<file path="src/rtl/cic_decim_n.sv">
// rtl/cic_decim_n.sv - N-stage CIC decimator: runtime rate, comb delay M, output shift, valid/ready out, sticky overrun
// Build option CIC_ROUND_EN: round half up before the shift and saturate to OUT_W (default: truncate and wrap).
module cic_decim_n #(
    parameter int N          = 4,
    parameter int M          = 1,
    parameter int IN_W       = 1,
    parameter int R_MAX_LOG2 = 16,
    parameter int ACC_W      = IN_W + N * (R_MAX_LOG2 + 2),
    parameter int OUT_W      = 24
) (
    input  logic             clk,
    input  logic             rst,
    input  logic             din_valid,
    input  logic [IN_W-1:0]  din,
    input  logic [15:0]      dec_rate,
    input  logic [5:0]       out_shift,
    output logic [OUT_W-1:0] out_data,
    output logic             out_valid,
    input  logic             out_ready,
    output logic             overrun,
    input  logic             ovr_clr
);

    logic signed [ACC_W-1:0] x_in;

    generate
        if (IN_W == 1) begin : g_pdm
            assign x_in = din[0] ? ACC_W'(1) : {ACC_W{1'b1}};
        end else begin : g_pcm
            assign x_in = {{(ACC_W-IN_W){din[IN_W-1]}}, din};
        end
    endgenerate

    // Pipelined cascade: each stage adds the previous stage's registered value,
    // so all adders are one level deep; modulo wrap is cancelled by the combs.
    logic signed [ACC_W-1:0] integ_q [N];

    always_ff @(posedge clk) begin
        if (rst) begin
            for (int k = 0; k < N; k++) begin
                integ_q[k] <= '0;
            end
        end else if (din_valid) begin
            integ_q[0] <= integ_q[0] + x_in;
            for (int k = 1; k < N; k++) begin
                integ_q[k] <= integ_q[k] + integ_q[k-1];
            end
        end
    end

    logic [15:0] cnt_q, cnt_d;
    logic [15:0] rate_m1_q, rate_m1_d;
    logic [15:0] rate_req;
    logic        period_end;
    logic        tick_q;

    always_comb begin
        rate_req   = (dec_rate <= 16'd1) ? 16'd0 : dec_rate - 16'd1;
        period_end = din_valid && (cnt_q == rate_m1_q);
        cnt_d      = cnt_q;
        rate_m1_d  = rate_m1_q;
        if (period_end) begin
            cnt_d     = '0;
            rate_m1_d = rate_req;
        end else if (din_valid) begin
            cnt_d = cnt_q + 16'd1;
        end
    end

    always_ff @(posedge clk) begin
        if (rst) begin
            cnt_q     <= '0;
            rate_m1_q <= rate_req;
            tick_q    <= 1'b0;
        end else begin
            cnt_q     <= cnt_d;
            rate_m1_q <= rate_m1_d;
            tick_q    <= period_end;
        end
    end

    logic signed [ACC_W-1:0] cap_q;
    logic                    cap_vld_q;

    always_ff @(posedge clk) begin
        if (rst) begin
            cap_q     <= '0;
            cap_vld_q <= 1'b0;
        end else begin
            cap_vld_q <= tick_q;
            if (tick_q) begin
                cap_q <= integ_q[N-1];
            end
        end
    end

    logic signed [ACC_W-1:0] comb_q   [N];
    logic signed [ACC_W-1:0] dly_q    [N][M];
    logic signed [ACC_W-1:0] stage_in [N];
    logic [N-1:0]            comb_vld_q;
    logic [N-1:0]            stage_vld;

    always_comb begin
        stage_in[0]  = cap_q;
        stage_vld[0] = cap_vld_q;
        for (int k = 1; k < N; k++) begin
            stage_in[k]  = comb_q[k-1];
            stage_vld[k] = comb_vld_q[k-1];
        end
    end

    // Each comb advances its delay line only on its own valid, so the
    // differential delay is counted in output samples, never in clocks.
    always_ff @(posedge clk) begin
        if (rst) begin
            comb_vld_q <= '0;
            for (int k = 0; k < N; k++) begin
                comb_q[k] <= '0;
                for (int j = 0; j < M; j++) begin
                    dly_q[k][j] <= '0;
                end
            end
        end else begin
            comb_vld_q <= stage_vld;
            for (int k = 0; k < N; k++) begin
                if (stage_vld[k]) begin
                    comb_q[k]   <= stage_in[k] - dly_q[k][M-1];
                    dly_q[k][0] <= stage_in[k];
                    for (int j = 1; j < M; j++) begin
                        dly_q[k][j] <= dly_q[k][j-1];
                    end
                end
            end
        end
    end

    logic signed [ACC_W-1:0] comb_out;
    logic [OUT_W-1:0]        res;

    assign comb_out = comb_q[N-1];

`ifdef CIC_ROUND_EN
    logic signed [ACC_W:0] rnd_add;
    logic signed [ACC_W:0] rnd_sum;
    logic signed [ACC_W:0] shifted;
    logic                  fits;

    // One guard bit keeps the rounding add from overflowing before saturation.
    always_comb begin
        rnd_add = (out_shift == 6'd0) ? '0 : ((ACC_W+1)'(1) << (out_shift - 6'd1));
        rnd_sum = {comb_out[ACC_W-1], comb_out} + rnd_add;
        shifted = rnd_sum >>> out_shift;
        fits    = (&shifted[ACC_W:OUT_W-1]) || !(|shifted[ACC_W:OUT_W-1]);
        if (fits) begin
            res = shifted[OUT_W-1:0];
        end else if (shifted[ACC_W]) begin
            res = {1'b1, {(OUT_W-1){1'b0}}};
        end else begin
            res = {1'b0, {(OUT_W-1){1'b1}}};
        end
    end
`else
    always_comb begin
        res = OUT_W'(comb_out >>> out_shift);
    end
`endif

    logic             new_word;
    logic             ovr_set;
    logic [OUT_W-1:0] out_data_q;
    logic             out_valid_q;
    logic             overrun_q;

    assign new_word = comb_vld_q[N-1];
    assign ovr_set  = new_word && out_valid_q && !out_ready;

    always_ff @(posedge clk) begin
        if (rst) begin
            out_data_q  <= '0;
            out_valid_q <= 1'b0;
            overrun_q   <= 1'b0;
        end else begin
            if (new_word) begin
                out_data_q  <= res;
                out_valid_q <= 1'b1;
            end else if (out_valid_q && out_ready) begin
                out_valid_q <= 1'b0;
            end
            overrun_q <= ovr_set || (overrun_q && !ovr_clr);
        end
    end

    assign out_data  = out_data_q;
    assign out_valid = out_valid_q;
    assign overrun   = overrun_q;

endmodule

</file>
<file path="config.mk">
export PLATFORM = sky130hd
export DESIGN_NAME = cic_decim_n
export DESIGN_NICKNAME = d
export VERILOG_FILES = /design/src/rtl/cic_decim_n.sv
export SDC_FILE = /design/constraint.sdc
export NUM_CORES = 2
export LEC_CHECK = 0
export ABC_AREA = 0
export BUFFER_PORTS_ARGS = -buffer_cell sky130_fd_sc_hd__buf_2
export CAP_MARGIN = 20
export CORE_ASPECT_RATIO = 0.7
export CORE_UTILIZATION = 34
export CTS_CLUSTER_DIAMETER = 80
export DETAILED_ROUTE_END_ITERATION = 6
export PLACE_DENSITY_LB_ADDON = 0.1
export SLEW_MARGIN = 30
export SYNTH_ARGS = -nofsm -noshare
export SYNTH_HDL_FRONTEND = slang
export SYNTH_SLANG_ARGS = --single-unit
</file>
<file path="constraint.sdc">
create_clock -name clk -period 6.25 [get_ports clk]
set_input_delay 1.25 -clock clk [delete_from_list [all_inputs] [get_ports clk]]
set_output_delay 1.25 -clock clk [all_outputs]
set_load 0.05 [all_outputs]
</file>
== After elaboration in Yosys (flattened, before gate mapping) ==
Memory sizes are Yosys's and may differ from the RTL's.
Cells that the tools add are included.
Storage, ports and cells
  logic and storage cells: 83
  output and inout port bits: 26
  memories kept: 3
  bits in writable memories: 876
  register bits: 137
  input bits: 28
Memories
  comb_q: depth 4, bits a word 73, rd ports 4, clocked after Yosys merged registers in 0, wr ports 4, line 97  | logic signed [ACC_W-1:0] comb_q [N];
  dly_q: depth 4, bits a word 73, rd ports 4, clocked after Yosys merged registers in 0, wr ports 4, line 98  | logic signed [ACC_W-1:0] dly_q [N][M];
  integ_q: depth 4, bits a word 73, rd ports 4, clocked after Yosys merged registers in 0, wr ports 4, line 36  | logic signed [ACC_W-1:0] integ_q [N];
Operators by class
  add/subtract/negate cells: 10
  shift-type cells: 1
  reductions and logical operators: 11
  bitwise gates (word level): 12
  equal/unequal tests: 1
  $lt $le $gt $ge: 1
  multiplexer cells: 35
Operators by type and width (count)
  two-way mux 73 bit: 13
  adder 73 bit: 4
  subtractor 73 bit: 4
  >>> shifter 73 x 6 -> 24 bit: 1
  two-way mux 16 bit: 3
  two-way mux 1 bit: 19
  adder 16 x 1 -> 16 bit (second input constant): 1
  equality test 16 bit: 1
  less-or-equal comparator 16 x 1 -> 1 bit (second input constant): 1
  subtractor 16 x 1 -> 16 bit (second input constant): 1
  bitwise OR 1 bit: 12
  logical AND 1 bit: 5
  nonzero test 2 bit: 2
  zero test 1 bit: 2
  OR reduction 2 bit: 1
  logical OR 1 bit: 1

== Depth between registers and ports, before layout ==
  depth in word-level cells: 4
  depth in mapped cells: 15
  gate-level depth less buffers: 14

== Worst setup path after synthesis ==
OpenSTA, ideal clock, no wires.
  path type: in2reg
  from: input rst
  to: memory integ_q[0][0] (netlist bit), enable pin
  path buffers: 2
  data arrival time: 5.334 ns
  cell stages on the path: 3
  data required time: 5.717 ns
  setup time: 0.533 ns
  setup slack: 0.383 ns
  path through: clkbuf_1 clkbuf_1 or2_2
RTL lines
  from (decl): line 12  | input logic rst,
  to (decl): line 36

==> metrics.txt <==
leading cell type in the layout, fill and taps excluded nor2_1; initial core utilization about a third; Routability Congestion 0.8762; mapped cell area 74770 um^2; type of the worst setup path in -> reg; Clock Tree Buf Depth 3; CTS Buf Count about 120; hold depth 2; most frequent cells in the layout 1033 x nor2_1, 892 x edfxtp_1, 777 x a21oi_1, 611 x nand2_1, 578 x ha_1; P_leak ~33 nW; via-per-instance ratio about 5.4; Crit Reg-Reg Endpoint comb_q[0][72]; via count 59660; minimum clock period 4.971 ns; first-pass GRT wire length roughly 330000 um; number of port buffers 53; worst stage delay on the critical path 0.60 ns; setup TNS 0 ns; total track usage 18.64%; Ports 54; largest net degree at the start of global routing 78; CTS Root Cell clkbuf_16; Async S/R FF share, synth 0%; vias in the first global route around 57000; Post-Route WL 209500 um; final setup violation count 0; GR Overflow Total 0; PostCTS Resize Cnt 0; htree depth 3; max_slew headroom 31.24%; TritonCTS Sinks 1013; placeable core area around 220000 um^2; mean post-synth cell area 9.082 um^2; Mapped Cells 8233; CP Max Fanout 44; register area share after synthesis 39.06%; CTS tree done; DRC violations left 0; # rows 143; Slew Viols, Final 0; Crit. End Element register; period utilization about 80%; DRT iter0 DRCs between 5000 and 6000; Primary FF master, synth edfxtp_1; Clock Skews 0.02652 ns; Crit-path slowest cell buf_4; Max Cap Viol 0; Post-synth EDFFs 892; Distinct cells, synth 109; DR pass1 iterations 6; share of layout cells above drive strength 1 5.867%; Reg clk slew, reported paths 0.07 ns; worst skew pair latency 0.76 ns; Slew @ Worst Pin approximately 1 ns; # nets final ~8700; Layout Cells excl Fill 11070; Die X 562.5 um; crit-path most repeated cell a21oi_1; initial antenna violation count 7; #FFs+latches synth about 1000; Cells after DPL 10840; die height 394.4 um; hold buffers post-CTS 0; PwrDens approximately 250 nW/um^2; Max IR drop VDD 0.0002553 V; reg2reg start cap_q[0]; worst hold start out_data[9]; Hold Fails Final Rpt 0; ANT nets after route 0; worst hold path type reg -> reg; WHS Endpoint out_data[9]; DIE AREA 221800 um^2; Detailed Place HPWL 163600 um; arrival time worst endpoint approximately 5.5 ns; WL per Instance 18.93 um; maximum clock frequency 0.2012 GHz; r2r worst-path depth 14; syn_nets 8847; Cell Chain, Critical Path buf_2 -> inv_2 -> buf_4 -> ha_1 -> a21o_1 -> a21o_1 -> a21oi_1 -> nor2_1 -> a211oi_1 -> o21ai_0 -> a21oi_1 -> o21ai_0 -> a21oi_1 -> xor2_1 -> nor2_1; unrepaired setup endpoints after global routing false; worst path required time 6.75 ns; YS warnings 0; outcome completed; Area growth, synth to finish 9.325%; reg-to-reg slack, setup 1.50 ns; startpoint class of the critical path input pin; post-CTS setup buffer count 0
## cells in the mapped netlist, drive strengths merged (14+ instances only)
master	count	area share, %
a211o	19	0.22
a211oi	59	0.61
a21boi	28	0.28
a21o	341	3.4
a21oi	781	5.3
a221oi	29	0.38
a31o	16	0.19
a31oi	79	0.71
and2	337	2.8
and3	52	0.44
buf	47	0.27
clkbuf	356	1.8
dfxtp	121	3.2
edfxtp	892	36
ha	578	9.7
inv	466	2.3
mux2i	155	2.1
mux4	54	1.6
nand2	611	3.1
nand2b	59	0.49
nand3	108	0.72
nand4	205	1.7
nor2	1033	5.2
nor2b	47	0.40
nor3	125	0.84
nor4	29	0.25
o211ai	66	0.68
o21a	80	0.80
o21ai	456	3.1
o21bai	132	1.3
o31a	21	0.25
o31ai	45	0.54
o41ai	14	0.22
or2	30	0.25
or3	30	0.25
xnor2	322	3.8
xor2	224	2.6
## registers in the layout, indices dropped and copies added (netlist names), 4 cells and up
register    count
cnt_q          16
comb_q        292
comb_vld_q      4
integ_q       292
dly_q         292
rate_m1_q      16
cap_q          73
out_data       24
## where the power goes
part	internal (mW)	total, mW	switching [mW]
logic	1.85	4.97	3.12
registers	7.81	8.12	0.310
clock network	3.91	7.05	3.14
## stage by stage
step | power, mW | cell area (um^2) | hold slack, ns | setup WS [ns] | utilization (%)
2_1_floorplan | 11.85 | 74770 | 0.4604 | 0.3830 | -
3_5_place_dp | 13.17 | 77820 | 0.4578 | 0.4886 | 35.74
3_3_place_gp | 13.18 | 77740 | 0.4561 | 0.3940 | 35.70
5_1_grt | 21.27 | 81740 | 0.4981 | 0.9182 | 37.54
6_report | 20.14 | 81750 | 0.4671 | 1.279 | 37.54
4_1_cts | 20.39 | 81730 | 0.4679 | 1.304 | 37.53
## how the worst max path moves through the flow
stage / from / end / slack [ns]
2_1_floorplan: rst / integ_q[0][0] / 0.38
3_5_place_dp: din / integ_q[0][61] / 0.49
6_report: din / integ_q[0][61] / 1.28
3_3_place_gp: din / integ_q[0][61] / 0.39
5_1_grt: din / integ_q[0][61] / 0.92
4_1_cts: din / integ_q[0][61] / 1.30
## worst max-delay path: cells and delay by family
| family | cells | cell delay, ns |
|---|---|---|
| buf+inv | 3 | 1.25 |
| simple gates | 2 | 0.12 |
| compound gates | 8 | 2.23 |
| fa+ha+maj | 1 | 0.40 |
| xor+xnor | 1 | 0.18 |
## routing by layer
| metal | global-route usage (%) | vias to the layer above | share of wire [%] |
|---|---|---|---|
| li1 | - | 29530 | - |
| met1 | 31.47 | 28570 | 56 |
| met2 | 23.83 | 1377 | 36 |
| met3 | 3.038 | 187 | 6.0 |
| met4 | 3.380 | 0 | 1.5 |
| met5 | 0 | - | 0 |
## cell type report
class                   count  area [um^2]
fillers                 22220       136000
multi-input cells        6348        42310
flip-flops and latches   1013        29210
well taps                2900         3628
clock buffers             144         3259
inverters                 469         1762
repair buffers            113        913.4
clock inverters            78        655.6
diodes                      4        10.01
## cells by family (layout without fill, tap and decap cells)
group                    Yosys count  in the layout  synth area share, %
buffers and inverters            872            804                4.416
XOR/XNOR                         546            546                6.395
AND/OR/NAND/NOR                 2713           2713                16.94
flip-flops                      1013           1013                39.06
other                              0              4                    0
AO/OA/AOI/OAI                   2284           2284                19.45
adder cells (fa/ha/maj)          586            586                9.886
multiplexers                     219            219                3.852
Power figures use the tool's default switching activity.
